### config.mk
export PLATFORM = sky130hd
export DESIGN_NAME = hex_accumulator_display
export DESIGN_NICKNAME = d
export VERILOG_FILES = /design/src/rtl/hex_disp_pkg.sv /design/src/rtl/key_debounce.sv /design/src/rtl/hex_accumulator_display.sv
export SDC_FILE = /design/constraint.sdc
export NUM_CORES = 1
export LEC_CHECK = 0
export ABC_AREA = 1
export CORE_MARGIN = 5
export CORE_UTILIZATION = 40
export CTS_BUF_LIST = sky130_fd_sc_hd__clkbuf_8 sky130_fd_sc_hd__clkbuf_16
export CTS_CLUSTER_SIZE = 14
export DETAILED_ROUTE_END_ITERATION = 8
export PLACE_DENSITY = 0.69
export SETUP_SLACK_MARGIN = 0.1
export SYNTH_ARGS = -nofsm -noshare
export SYNTH_HDL_FRONTEND = slang
export SYNTH_HIERARCHICAL = 1
export SYNTH_SLANG_ARGS = --single-unit
### constraint.sdc
create_clock -name CLOCK_50 -period 2.5 [get_ports CLOCK_50]
set_input_delay 0.375 -clock CLOCK_50 [delete_from_list [all_inputs] [get_ports CLOCK_50]]
set_output_delay 0.375 -clock CLOCK_50 [all_outputs]
set_load 0.02 [all_outputs]
### src/rtl/hex_disp_pkg.sv
// Shared constants for the hex accumulator display: seven-segment table,
// blank pattern and the arithmetic/operation encodings.
package hex_disp_pkg;

    // Active-high gfedcba patterns, element n is the glyph for hex digit n.
    localparam logic [15:0][6:0] SEG_HI = {
        7'h71, 7'h79, 7'h5E, 7'h39, 7'h7C, 7'h77, 7'h6F, 7'h7F,
        7'h07, 7'h7D, 7'h6D, 7'h66, 7'h4F, 7'h5B, 7'h06, 7'h3F
    };

    localparam logic [6:0] SEG_BLANK_N = 7'h7F;

    typedef enum logic {
        ARITH_WRAP = 1'b0,
        ARITH_SAT  = 1'b1
    } arith_e;

    typedef enum logic [1:0] {
        OP_NONE = 2'd0,
        OP_ADD  = 2'd1,
        OP_SUB  = 2'd2
    } op_e;

    function automatic logic [6:0] seg_n(input logic [3:0] nib);
        return ~SEG_HI[nib];
    endfunction

endpackage

### src/rtl/key_debounce.sv
// Synchronises and debounces one active-low pushbutton; emits a single-cycle
// pulse when the debounced level falls.
module key_debounce #(
    parameter int DEB_CYCLES = 1000000
) (
    input  logic clk,
    input  logic rst,
    input  logic key_n,
    output logic press_pulse
);

    localparam int CW = $clog2(DEB_CYCLES);
    localparam logic [CW-1:0] CNT_MAX = CW'(DEB_CYCLES - 1);

    logic          meta;
    logic          sync;
    logic          stable;
    logic [CW-1:0] cnt;

    // A level change is accepted only after the counter has run up while the
    // synced level kept differing; any agreeing cycle restarts the count.
    always_ff @(posedge clk or posedge rst) begin
        if (rst) begin
            meta        <= 1'b1;
            sync        <= 1'b1;
            stable      <= 1'b1;
            cnt         <= '0;
            press_pulse <= 1'b0;
        end else begin
            meta        <= key_n;
            sync        <= meta;
            press_pulse <= 1'b0;
            if (sync != stable) begin
                if (cnt == CNT_MAX) begin
                    stable      <= sync;
                    cnt         <= '0;
                    press_pulse <= ~sync;
                end else begin
                    cnt <= cnt + 1'b1;
                end
            end else begin
                cnt <= '0;
            end
        end
    end

endmodule

### src/rtl/hex_accumulator_display.sv
// Running add/subtract accumulator driven by debounced keys, with wrap or
// saturate arithmetic, sticky overflow and active-low hex digit outputs.
module hex_accumulator_display
    import hex_disp_pkg::*;
#(
    parameter int IN_W       = 5,
    parameter int ACC_W      = 16,
    parameter int DIGITS     = 4,
    parameter int DEB_CYCLES = 1000000,
    parameter int BLANK_LZ   = 0
) (
    input  logic                  CLOCK_50,
    input  logic                  RESET,
    input  logic [IN_W-1:0]       SW_OP,
    input  logic                  KEY_ADD_N,
    input  logic                  KEY_SUB_N,
    input  logic                  MODE_SAT,
    input  logic                  CLEAR,
    output logic [7*DIGITS-1:0]   HEX_N,
    output logic [ACC_W-1:0]      ACC,
    output logic                  OVF
);

    localparam int PAD_W = 4 * DIGITS;

    logic             add_ev;
    logic             sub_ev;
    logic             clr_meta;
    logic             clr_sync;
    op_e              op;
    logic [ACC_W:0]   opnd_x;
    logic [ACC_W:0]   sum;
    logic [ACC_W:0]   diff;
    logic [ACC_W-1:0] acc_nxt;
    logic             ovf_nxt;
    logic [PAD_W-1:0] acc_pad;
    logic [7*DIGITS-1:0] hex_nxt;
    logic [7*DIGITS-1:0] hex_rst;

    key_debounce #(.DEB_CYCLES(DEB_CYCLES)) u_add_key (
        .clk         (CLOCK_50),
        .rst         (RESET),
        .key_n       (KEY_ADD_N),
        .press_pulse (add_ev)
    );

    key_debounce #(.DEB_CYCLES(DEB_CYCLES)) u_sub_key (
        .clk         (CLOCK_50),
        .rst         (RESET),
        .key_n       (KEY_SUB_N),
        .press_pulse (sub_ev)
    );

    always_ff @(posedge CLOCK_50 or posedge RESET) begin
        if (RESET) begin
            clr_meta <= 1'b0;
            clr_sync <= 1'b0;
        end else begin
            clr_meta <= CLEAR;
            clr_sync <= clr_meta;
        end
    end

    // Coincident add and sub events cancel each other.
    always_comb begin
        op = OP_NONE;
        if (add_ev && !sub_ev)
            op = OP_ADD;
        else if (sub_ev && !add_ev)
            op = OP_SUB;
    end

    always_comb begin
        opnd_x  = (ACC_W + 1)'(SW_OP);
        sum     = {1'b0, ACC} + opnd_x;
        diff    = {1'b0, ACC} - opnd_x;
        acc_nxt = ACC;
        ovf_nxt = OVF;
        case (op)
            OP_ADD: begin
                ovf_nxt = OVF | sum[ACC_W];
                acc_nxt = (sum[ACC_W] && MODE_SAT == ARITH_SAT) ? '1 : sum[ACC_W-1:0];
            end
            OP_SUB: begin
                ovf_nxt = OVF | diff[ACC_W];
                acc_nxt = (diff[ACC_W] && MODE_SAT == ARITH_SAT) ? '0 : diff[ACC_W-1:0];
            end
            default: ;
        endcase
    end

    always_ff @(posedge CLOCK_50 or posedge RESET) begin
        if (RESET) begin
            ACC <= '0;
            OVF <= 1'b0;
        end else if (clr_sync) begin
            ACC <= '0;
            OVF <= 1'b0;
        end else begin
            ACC <= acc_nxt;
            OVF <= ovf_nxt;
        end
    end

    assign acc_pad = PAD_W'(ACC);

    // Digit k blanks only when it and every higher nibble are zero.
    for (genvar k = 0; k < DIGITS; k++) begin : g_digit
        logic [3:0] nib;
        logic       blank;
        assign nib = acc_pad[4*k +: 4];
        if (BLANK_LZ != 0 && k > 0) begin : g_lz
            assign blank = (acc_pad[PAD_W-1:4*k] == '0);
            assign hex_rst[7*k +: 7] = SEG_BLANK_N;
        end else begin : g_nolz
            assign blank = 1'b0;
            assign hex_rst[7*k +: 7] = seg_n(4'h0);
        end
        assign hex_nxt[7*k +: 7] = blank ? SEG_BLANK_N : seg_n(nib);
    end

    always_ff @(posedge CLOCK_50 or posedge RESET) begin
        if (RESET)
            HEX_N <= hex_rst;
        else
            HEX_N <= hex_nxt;
    end

endmodule

==> run_results.csv <==
group,metric,value,unit
grt,grt_pass1_vias,5626,
detailed_routing,vias,5880,
synthesis,synthMuxAreaShare,0,
floorplanning,die_area,0.0188,mm²
final_layout,drive_gt1_frac,0.149,
clocking,postCtsSetupBuffers,0,
timing,finalSetupViolCount,0,
timing,period_minus_slack,2.18,ns
final_layout,layout.nets,1005,
critical_path,path_cells,"inv_1 > ha_1 > fa_1 > inv_1 > nand3_1 > nand2_2 > nand2_2 > nand2_2 > nand2_2 > nand3_4 > nand2_4 > nor2_1 > nand2_1 > nand2_1",
final_layout,final_cells,1180,
timing,worstMarginPinSlew,0.568,ns
placement,gp_congestion,0.983,
timing,tns,0,ns
outcome,outcome,"complete, no violations",
critical_path,required,2.80,ns
synthesis,async_flop_share,1.00,
detailed_routing,routed_via_density,4.98,
clocking,hold_buffers,0,
synthesis,synth-seq-area-share,0.369,
final_layout,syn_to_final_growth,18.9,%
synthesis,yosysUniqueCellTypes,44,
synthesis,synth_top_area_frac,0.329,
clocking,clock_latency,0.36,ns
grt,antenna_found_initial,0,
synthesis,syn_inst,886,
grt,grt-ovfl-total,0,
floorplanning,ioPinCount,56,
timing,clock_skew,0.00849,ns
critical_path,slowest_delay,0.47,ns
timing,rsz0062_at_grt,"false",
critical_path,worst_path_max_delay_cell,"dfrtp_1",
pwr,ir_drop,0.499,mV
placement,dp_hpwl,11900,µm
critical_path,crit_fanout,6,
timing,post-route-period-util,0.874,
placement,io_buffers,55,
grt,grt_first_pass_wirelength,26900,µm
detailed_routing,wirelength,15800,µm
detailed_routing,detail-route-antenna-nets,0,
final_layout,diodes,0,
synthesis,synthTopCellsByCount,"nand2_1 (196), nor2_1 (136), inv_1 (95)",
detailed_routing,drtPass1Iterations,5,
clocking,cts_root_buffer,"clkbuf_16",
synthesis,synth_top_family_by_area,"simple AND/OR/NAND/NOR gates",
synthesis,syn-cell-area,0.00647,mm²
synthesis,synth_top_cell_by_area,"dfrtp_1",
synthesis,synth_seq_cells,95,
synthesis,synth_flop_cell,"dfrtp_1",
synthesis,synth_xor_area_frac,0.0348,
placement,dpl.cell_count,1164,
critical_path,worstPathArrival,2.48,ns
clocking,cts_tree,"yes",
synthesis,synth-edff-count,0,
pwr,leakage,3.67,nW
timing,fmax,0.458,GHz
synthesis,synthSimpleGateAreaFrac,0.381,
grt,track_usage,0.178,
floorplanning,coreArea,0.0159,mm²
floorplanning,die_h,137,µm
synthesis,syn_nets,932,
floorplanning,start_util,0.408,
pwr,pwr_density_cell,575,mW/mm²
timing,final_hold_viol_count,0,
synthesis,synth_adder_area_share,0.0700,
timing,report.final.slew_viol_count,0,
synthesis,synthMostInstantiatedCell,"nand2_1",
detailed_routing,drc_errors,0,
synthesis,synth.area.top_cells,"dfrtp_1 (33%), nand2_1 (11%), nor2_1 (7.9%)",
critical_path,cp_common_cell,"nand2_2",
critical_path,endpoint_kind,"flip-flop",
critical_path,crit_buf_inv,2,
synthesis,yosys_warnings,6,
detailed_routing,wl_per_cell,13.4,µm
critical_path,cpLargestDelayFamily,"simple AND/OR/NAND/NOR gates",
floorplanning,fp.dieW,137,µm
synthesis,synth-compound-area-share,0.0686,
clocking,cts.sinks,95,
critical_path,path_class,"flip-flop to flip-flop",
clocking,path_clk_slew,0.07,ns
critical_path,start_kind,"flip-flop",
worst_hold_path,hp-class,"flip-flop to flip-flop",
floorplanning,rows,46,
grt,grt_max_degree,30,
clocking,cts_buffers,9,
detailed_routing,drtIter0Drc,489,
clocking,h-tree-depth,3,
clocking,postCtsResizedCells,0,
timing,slew_headroom,0.621,
synthesis,avgSynthCellArea,7.31,µm²
clocking,clockBufferDepth,2,
flow_run,drv_cap,0,
power by group:
group	total (mW)	switching, mW	internal (mW)
combinational	1.35	0.818	0.528
sequential	1.74	0.0820	1.66
clock	1.34	0.629	0.715
state kept, by name (all words and copies together), names as in the netlist:
| register | flops |
|---|---|
| ACC | 16 |
| clr_meta | 1 |
| u_sub_key/cnt | 20 |
| u_sub_key/press_pulse | 1 |
| u_add_key/cnt | 20 |
| clr_sync | 1 |
| u_sub_key/sync | 1 |
| u_sub_key/stable | 1 |
| u_add_key/stable | 1 |
| OVF | 1 |
| u_add_key/sync | 1 |
| u_add_key/meta | 1 |
| u_add_key/press_pulse | 1 |
| HEX_N | 28 |
| u_sub_key/meta | 1 |
worst register-to-register path, stage by stage, from the launching register on:
cell,delay (ns)
dfrtp_1,0.47
inv_1,0.09
ha_1,0.22
fa_1,0.39
inv_1,0.09
nand3_1,0.08
nand2_2,0.13
nand2_2,0.08
nand2_2,0.07
nand2_2,0.07
nand3_4,0.09
nand2_4,0.08
nor2_1,0.14
nand2_1,0.07
nand2_1,0.05
cells in the final DEF, fill, tap and decap left out, types with 12 or more instances in the layout:
| cell type | netlist | routed |
|---|---|---|
| nand4_1 | 22 | 22 |
| dfrtp_1 | 85 | 85 |
| nand3_1 | 85 | 85 |
| inv_1 | 95 | 94 |
| buf_4 | 0 | 23 |
| xor2_1 | 18 | 18 |
| o21ai_0 | 35 | 35 |
| a21oi_1 | 20 | 20 |
| ha_1 | 33 | 33 |
| nor2_2 | 22 | 22 |
| nand2_1 | 196 | 196 |
| inv_2 | 11 | 12 |
| nor2_1 | 136 | 136 |
| nand2_2 | 27 | 27 |
| clkdlybuf4s50_1 | 0 | 55 |
cells by family (layout without fill, tap and decap cells):
group	count (synthesis)	after routing
AOI/OAI and AO/OA	80	80
xor gates and xnor gates	24	24
adders and majority gates	35	35
buffers and inverters	126	204
DFF	95	95
and+or+nand+nor	526	526
path summary, 6_finish.rpt:
path	startpoint	to	slack, ns	depth (start not counted)
max	ACC[0]$_DFFE_PP0P_	ACC[8]$_DFFE_PP0P_	0.32	14
min	clr_meta$_DFF_PP0_	clr_sync$_DFF_PP0_	0.36	0
max reg2reg	ACC[0]$_DFFE_PP0P_	ACC[8]$_DFFE_PP0P_	0.32	14
min reg2reg	clr_meta$_DFF_PP0_	clr_sync$_DFF_PP0_	0.36	0
max in group asynchronous	RESET	HEX_N[20]$_DFF_PP1_	1.50	3
min in group asynchronous	RESET	clr_meta$_DFF_PP0_	0.41	2
per-layer routing:
metal	global-route usage	part of all wire	up-vias
li1	-	-	2969
met4	0.0565	0.018	0
met1	0.230	0.45	2709
met5	0	0	-
met3	0.0376	0.054	30
met2	0.297	0.48	172
per-stage QoR:
stage | area, µm² | power (mW) | hold slack [ns] | utilization | worst slack, ns
after floorplan | 6470 | 2.64 | 0.331 | - | 0.371
after global placement | 7410 | 3.11 | 0.337 | 0.466 | 0.0661
after detailed placement | 7410 | 3.11 | 0.343 | 0.466 | 0.0458
after CTS | 7700 | 4.47 | 0.360 | 0.485 | 0.323
after global routing | 7700 | 4.73 | 0.370 | 0.485 | 0.131
final | 7700 | 4.43 | 0.360 | 0.485 | 0.315
cell type report:
cell class	instances	area, µm²
Clock inverter	6	52.6
Sequential cell	95	2390
Timing Repair Buffer	79	743
Tap cell	216	270
Inverter	109	417
Multi-Input combinational cell	665	3590
Clock buffer	10	239
Fill cell	1627	8190
Note: power is estimated with default switching activity, not from simulation.
